### config.mk
export PLATFORM = sky130hd
export DESIGN_NAME = trap_controller
export DESIGN_NICKNAME = d
export VERILOG_FILES = /design/src/rtl/trap_controller.sv
export SDC_FILE = /design/constraint.sdc
export NUM_CORES = 1
export LEC_CHECK = 0
export ABC_AREA = 1
export CAP_MARGIN = 40
export CORE_MARGIN = 8
export CORE_UTILIZATION = 41
export CTS_BUF_LIST = sky130_fd_sc_hd__clkbuf_16
export CTS_CLUSTER_SIZE = 24
export DETAILED_ROUTE_END_ITERATION = 10
export PLACE_DENSITY_LB_ADDON = 0.25
export SYNTH_ARGS = -nofsm -noshare
export SYNTH_HDL_FRONTEND = slang
export SYNTH_SLANG_ARGS = --single-unit
export TNS_END_PERCENT = 1
### constraint.sdc
create_clock -name clock -period 1.7 [get_ports clock]
set_input_delay 0.34 -clock clock [delete_from_list [all_inputs] [get_ports clock]]
set_output_delay 0.34 -clock clock [all_outputs]
set_load 0.01 [all_outputs]
### src/rtl/trap_controller.sv
// trap_controller: coordinates exceptions, external interrupts and MRET at
// writeback into a single redirect + flush sequence toward fetch and the CSR file.
//
// state    | meaning
// ---------+----------------------------------------------------------------
// IDLE     | watching writeback for an exception, interrupt or MRET
// REDIRECT | one cycle: fetch redirect, CSR trap strobe, flush starts
// DRAIN    | flush held for DRAIN_CYCLES cycles while wrong-path work drains
module trap_controller #(
  parameter int         DRAIN_CYCLES  = 3,
  parameter logic [3:0] CAUSE_EXT_IRQ = 4'd11
) (
  input  logic        clock,
  input  logic        reset,
  input  logic        wbValid,
  input  logic [31:0] wbPC,
  input  logic        wbExceptionPending,
  input  logic [3:0]  wbExceptionCause,
  input  logic [31:0] wbExceptionValue,
  input  logic        wbMret,
  input  logic        interrupt,
  input  logic        mstatusMIE,
  input  logic [31:0] trapVector,
  input  logic [31:0] mepc,
  output logic        controlReset,
  output logic [3:0]  mcause,
  output logic        mcauseInterrupt,
  output logic [31:0] mtval,
  output logic [31:0] trapEPC,
  output logic        redirectValid,
  output logic [31:0] redirectPC,
  output logic        flush,
  output logic        retireSuppress
);

  // Counter only has to hold DRAIN_CYCLES-1 (terminal count is zero).
  localparam int CW = (DRAIN_CYCLES > 1) ? $clog2(DRAIN_CYCLES) : 1;

  typedef enum logic [1:0] {
    IDLE     = 2'd0,
    REDIRECT = 2'd1,
    DRAIN    = 2'd2
  } state_t;

  state_t        state;
  logic [CW-1:0] drainCount;
  logic          irqPending;

  logic isIdle;
  logic irqReady;
  logic takeExc;
  logic takeIrq;
  logic takeMret;
  logic takeAny;

  // Targets are word aligned; the low bits of MTVEC/MEPC never reach fetch.
  logic unused_bits;
  assign unused_bits = ^{trapVector[1:0], mepc[1:0]};

  // Event decode with exception > interrupt > MRET priority, IDLE only.
  always_comb begin
    isIdle   = (state == IDLE);
    irqReady = irqPending && mstatusMIE;
    takeExc  = isIdle && wbValid && wbExceptionPending;
    takeIrq  = isIdle && wbValid && !wbExceptionPending && irqReady;
    takeMret = isIdle && wbValid && !wbExceptionPending && !irqReady && wbMret;
    takeAny  = takeExc || takeIrq || takeMret;
  end

  // A faulting instruction must not be counted as retired.
  assign retireSuppress = takeExc;

  // Interrupt request latch; a taken interrupt clears it even if the line is
  // still high, and a dropped line only clears it while IDLE so a request seen
  // during a drain is not lost.
  always_ff @(posedge clock) begin
    if (reset) begin
      irqPending <= 1'b0;
    end else if (takeIrq) begin
      irqPending <= 1'b0;
    end else if (interrupt && mstatusMIE) begin
      irqPending <= 1'b1;
    end else if (isIdle && !interrupt) begin
      irqPending <= 1'b0;
    end
  end

  // Trap sequencer: latches cause/target in IDLE, redirects, then drains.
  always_ff @(posedge clock) begin
    if (reset) begin
      state           <= IDLE;
      drainCount      <= '0;
      controlReset    <= 1'b0;
      mcause          <= 4'd0;
      mcauseInterrupt <= 1'b0;
      mtval           <= 32'd0;
      trapEPC         <= 32'd0;
      redirectValid   <= 1'b0;
      redirectPC      <= 32'd0;
      flush           <= 1'b0;
    end else begin
      case (state)
        IDLE: begin
          controlReset  <= 1'b0;
          redirectValid <= 1'b0;
          flush         <= 1'b0;
          if (takeAny) begin
            state         <= REDIRECT;
            redirectValid <= 1'b1;
            flush         <= 1'b1;
            controlReset  <= takeExc || takeIrq;
            redirectPC    <= takeMret ? {mepc[31:2], 2'b00}
                                      : {trapVector[31:2], 2'b00};
            if (takeExc) begin
              mcause          <= wbExceptionCause;
              mcauseInterrupt <= 1'b0;
              mtval           <= wbExceptionValue;
              trapEPC         <= wbPC;
            end else if (takeIrq) begin
              mcause          <= CAUSE_EXT_IRQ;
              mcauseInterrupt <= 1'b1;
              mtval           <= 32'd0;
              trapEPC         <= wbPC + 32'd4;
            end
          end
        end
        REDIRECT: begin
          state         <= DRAIN;
          controlReset  <= 1'b0;
          redirectValid <= 1'b0;
          flush         <= 1'b1;
          drainCount    <= CW'(DRAIN_CYCLES - 1);
        end
        DRAIN: begin
          controlReset  <= 1'b0;
          redirectValid <= 1'b0;
          if (drainCount == '0) begin
            state <= IDLE;
            flush <= 1'b0;
          end else begin
            drainCount <= drainCount - CW'(1);
          end
        end
        default: begin
          state         <= IDLE;
          controlReset  <= 1'b0;
          redirectValid <= 1'b0;
          flush         <= 1'b0;
        end
      endcase
    end
  end

endmodule
# --- Word-level counts from Yosys, hierarchy flattened ---
# Index checks and enable logic that the tools add are counted.
word_totals:
  mem_bits_rw: 0
  rom_bits: 0
  mem_count: 0
  inputBits: 139
  regBits: 109
  latchBits: 0
  elab_cells: 65
  output_inout_bits: 105
classes:
  bitwise: 2
  n_mux: 19
  n_lt_le_gt_ge: 0
  eq_ne: 5
  n_div: 0
  shift: 0
  addsub: 2
  reduce_logical: 26
  multipliers: 0
ops:
  columns: ["cell", "n"]
  rows:
  - ["32-bit 2-to-1 mux", 5]
  - ["32-bit by 3-bit adder with 32-bit output, second input constant", 1]
  - ["1-bit logical AND", 9]
  - ["4-bit 2-to-1 mux", 2]
  - ["1-bit 2-to-1 mux", 6]
  - ["2-bit 2-to-1 mux", 3]
  - ["2-bit case mux with 3 select lines", 1]
  - ["2-bit AND reduction", 3]
  - ["2-bit nonzero test", 3]
  - ["2-bit logical NOT", 2]
  - ["2-bit != test, second input constant", 2]
  - ["2-bit case mux with 2 select lines", 1]
  - ["2-bit OR reduction", 2]
  - ["1-bit logical NOT", 3]
  - ["1-bit case mux with 3 select lines", 1]
  - ["3-bit AND reduction", 1]
  - ["3-bit OR reduction", 1]
  - ["2-bit by 1-bit equality test with 1-bit output, second input constant", 1]
  - ["2-bit equality test, second input constant", 1]
  - ["1-bit logical OR", 2]
  - ["2-bit by 1-bit != test with 1-bit output, second input constant", 1]
  - ["1-bit inverter", 2]
  - ["2-bit by 1-bit subtractor with 2-bit output, second input constant", 1]

# --- Longest topological paths before layout ---
# Gate-level depths: netlist (run 1).
depth:
  word_depth: 8
  depth_mapped: 11
  mapped_depth_nobuf: 11

# --- Worst setup path after synthesis (run 1) ---
# OpenSTA, ideal clock, no wires.
synth_timing:
  path_kind: "input-to-reg"
  from: "input port wbPC[2]"
  to: "register trapEPC[22]"
  n_path_buf: 0
  required_ns: 1.587
  setup_time_ns: 0.113
  path_slack_ns: 0.249
  t_arrival_ns: 1.338
  cell_stages: 10
  cell_sequence: "ha_1 nand2_1 nor2_2 nand3_2 nor2_1 nand2_1 nand2_1 nand2_1 o21ai_1 inv_1"
synth_via:
  elab_chain_cells: 3
synth_rtl:
  columns: ["item", "line", "rtl"]
  rows:
  - ["from (decl)", "16", "input logic [31:0] wbPC,"]
  - ["32-bit by 3-bit adder with 32-bit output", "123", "trapEPC <= wbPC + 32'd4;"]
  - ["32-bit 2-to-1 mux", "119", "end else if (takeIrq) begin"]
  - ["32-bit 2-to-1 mux", "114", "if (takeExc) begin"]
  - ["to (signal assigned)", "118", "trapEPC <= wbPC;"]
  - ["to (signal assigned)", "123", null]
  - ["to (decl)", "29", "output logic [31:0] trapEPC,"]
# Every way passes these cells. The select of a mux whose other input is x is not followed.
# A chain may end at the register's enable or synchronous reset.

# --- Worst setup path in the final report (run 1) ---
layout_timing:
  from: "input port wbPC[8]"
  to: "register trapEPC[29]"
# The elaborated chain is that of the path after synthesis.

==> summary.txt, run 1 <==
Route
  • DRT Pass-1 Iters: 4
  • Vias per Instance: 4.89
  • Vias: 5684
  • Met3 wire length: 1630 um
  • Max layer used: met4
  • WL/cell: 15.0 um
  • First DRT Iteration DRCs: 309
  • Post-DRT Antenna Nets: 0
  • DRT met1 WL: 6910 um
  • WL met2: 8440 um
  • Post-Route WL: 17400 um
  • DRC: 0

Synthesis
  • Area leader, netlist: dfxtp_1
  • Top post-synthesis cells by area: dfxtp_1 (43%), nand2_1 (15%), a21oi_1 (12%)
  • Sequential-to-total area share from yosys stat: 42.7%
  • Count leader, synth: nand2_1
  • Yosys reg bits: 107
  • Simple-gate share of the synthesized area: 27.8%
  • Largest family of logic cells by synthesized area: simple AND/OR/NAND/NOR gates
  • Avg Inst Size Synth: 6.88 sq um
  • Post-synthesis mux area share: 0%
  • Post-synthesis xor/xnor area fraction: 1.92%
  • Post-synthesis compound-gate area fraction: 19.2%
  • Ys Warns: 0
  • Mapped cell area: 0.00502 sq mm
  • Cell variety after synth: 34
  • Post-Synth Adder-Cell Area: 0.499%
  • Post-Synthesis Cells: 729
  • FFs w/ async S/R, synth: 0%
  • Synth top area share: 42.7%
  • Post-synth EDFFs: 0
  • Commonest cells in the netlist: nand2_1 (204), a21oi_1 (117), dfxtp_1 (107), nor2_1 (72), o21ai_0 (58)
  • Leading register cell type out of synthesis: dfxtp_1

STA
  • Final Max Tran Viols: 0
  • Fin. Hold Viols: 0
  • Smallest hold slack: 0.350 ns
  • Final worst-path cycle share: 97.2%
  • Final Skew: 0.00586 ns
  • # setup viols final: 0
  • Fmax: 0.605 GHz
  • RSZ-0062 raised after global routing: true
  • Post-layout minimum cycle time: 1.65 ns

CTS
  • CTS Hold Bufs: 0
  • Longest Clk Path Bufs: 2
  • TritonCTS clock tree: built
  • H-tree levels: 3
  • Clock sink count: 107
  • Worst skew pair latency: 0.34 ns
  • Num CTS Buffers: 9
  • Clock-pin slew on the worst setup and hold paths: 0.07 ns
  • Clock root cell: clkbuf_16

Cells and area
  • Util after Layout: 70.7%
  • Share of layout cells above drive strength 1: 12.2%
  • Antenna Cells: 0
  • Final #Nets: 1154
  • Area growth syn-to-layout: 68.5%

Global routing
  • Initial antenna violation count: 0
  • First-pass GRT wire length: 27600 um
  • Vias in the first global route: 5569
  • Largest net degree at the start of global routing: 75
  • Overall Global Routing Usage: 21.2%
  • GR Overflow Total: 0

Power and ir drop
  • Worst IR drop on VDD: 0.525 mV
  • Power Dens Cells: 770 mW/mm^2
  • Total power: 6510 uW
  • P_leak: 0.00345 uW

Setup path
  • R2r setup slk: 0.12 ns
  • Crit-path max FO: 5
  • Crit Reg-Reg Endpoint: redirectPC[29]
  • FF-to-FF Start: state[1]
  • Critical Path End Type: register
  • Required time of the critical path: 1.94 ns
  • Slowest cell delay on critical path: 0.57 ns
  • WS Path Type: primary input to register
  • Critical path, cell by cell: clkdlybuf4s50_1, nand2_2, nor2_2, nand2_1, inv_1, nand3_1, nor2_1, nand3_1, nand2_1, a21oi_1
  • R2R cell count: 9
  • CP Launch Type: primary input
  • CP max stage cell: clkdlybuf4s50_1
  • Crit path DAT: 1.89 ns

Floorplanning
  • Row cnt: 40
  • Die span in y: 127 um
  • Placeable Area: 0.0120 sq mm
  • Die area: 0.0160 sq mm
  • # IOs: 244
  • Initial Utilization: 41.9%
  • Die extent in x: 127 um

Flow run
  • Max-cap violation count: 0

Place
  • Final GP Congestion: 0.858
  • I/O Buffers: 237
  • Post-detail-place hpwl: 13400 um

Worst hold path
  • Min-delay src: reset
  • Worst hold path depth: 4
  • HP Class: primary input to register
  • Hold EP: trapEPC[0]

Status
  • Outcome: completed
how the worst max path moves through the flow:
stage                        from          end  depth (start not counted)
final                     wbPC[8]  trapEPC[29]                         10
after global routing      wbPC[8]  trapEPC[17]                         10
after CTS                 wbPC[2]  trapEPC[22]                         11
after detailed placement  wbPC[3]  trapEPC[29]                         11
after global placement    wbPC[2]  trapEPC[29]                         11
after floorplan           wbPC[2]  trapEPC[22]                         10
worst max-delay path, delay by kind of cell:
family          cells  cell delay, ns
simple gates        7            0.83
buf+inv             2            0.65
compound gates      1            0.05
layout make-up:
type	count	area, sq um
Tap cell	147	184
Sequential cell	107	2140
Timing Repair Buffer	316	3110
Clock inverter	5	81.3
Clock buffer	9	225
Fill cell	1003	3510
Inverter	43	161
Multi-Input combinational cell	536	2550
power breakdown:
group	leakage, uW	internal [uW]	switching, uW
combinational	0.00242	858	684
clock	0.000153	1280	927
sequential	0.000877	2680	87.2
total	0.00345	4810	1700
cell families after synthesis:
kind of cell / count (synthesis)
AOI/OAI and AO/OA: 187
xor gates and xnor gates: 11
adders and majority gates: 2
buffers and inverters: 87
DFF: 107
other: 1
and+or+nand+nor: 334
flip-flops by register name (all words and copies together) (netlist names):
name / count
redirectValid: 1
flush: 1
drainCount: 2
state: 2
controlReset: 1
mcause: 4
trapEPC: 32
mtval: 32
mcauseInterrupt: 1
redirectPC: 30
irqPending: 1
timing repair:
action                                  in CTS  in global routing
gates resized for setup                      4                 28
setup buffers                                1                  1
endpoints found under the setup margin       5                 54
pin swaps                                    1                  7
gates cloned                                 0                  0
routing by layer:
layer,global-route usage [%],up-vias
li1,-,2929
met1,23.4,2553
met2,36.2,178
met3,7.92,24
met4,8.21,0
met5,0,-
layout by cell type (no fill, tap or decap), types with 6 or more instances in the layout:
master	Yosys	final
a21oi_1	117	114
buf_12	0	10
buf_4	7	66
clkbuf_16	0	9
clkdlybuf4s50_1	0	230
dfxtp_1	107	105
inv_1	42	42
nand2_1	204	202
nand3_1	26	26
nor2_1	72	67
nor2_2	4	6
nor2_4	4	7
nor3_1	10	9
o21ai_0	58	56
xor2_1	8	8
through the flow:
step	TNS, ns	cells	worst slack (ns)	instance area, sq um
final	0	1163	0.0478	8450
after global routing	-0.321	1163	-0.0530	8450
after CTS	0	1162	0.0113	8360
after detailed placement	-25.49	1147	-0.407	8050
after global placement	-22.86	1147	-0.357	8050
after floorplan	0	730	0.249	5020
Note: power is estimated with default switching activity, not from simulation.
==> run 2, diff against run 1 <==
--- a/config.mk
+++ b/config.mk
@@ -6,7 +6,7 @@
 export NUM_CORES = 1
 export LEC_CHECK = 0
 export ABC_AREA = 1
-export CAP_MARGIN = 40
+export CAP_MARGIN = 10
 export CORE_MARGIN = 8
 export CORE_UTILIZATION = 41
 export CTS_BUF_LIST = sky130_fd_sc_hd__clkbuf_16
==> results of run 2 <==
Final layout, timing and power as in run 1 (identical DEF).
==> run 3, diff against run 2 <==
--- a/config.mk
+++ b/config.mk
@@ -6,11 +6,9 @@
 export NUM_CORES = 1
 export LEC_CHECK = 0
 export ABC_AREA = 1
-export CAP_MARGIN = 10
 export CORE_MARGIN = 8
 export CORE_UTILIZATION = 41
 export CTS_BUF_LIST = sky130_fd_sc_hd__clkbuf_16
-export CTS_CLUSTER_SIZE = 24
 export DETAILED_ROUTE_END_ITERATION = 10
 export PLACE_DENSITY_LB_ADDON = 0.25
 export SYNTH_ARGS = -nofsm -noshare
==> results of run 3 <==
Final layout, timing and power as in run 1 (identical DEF).
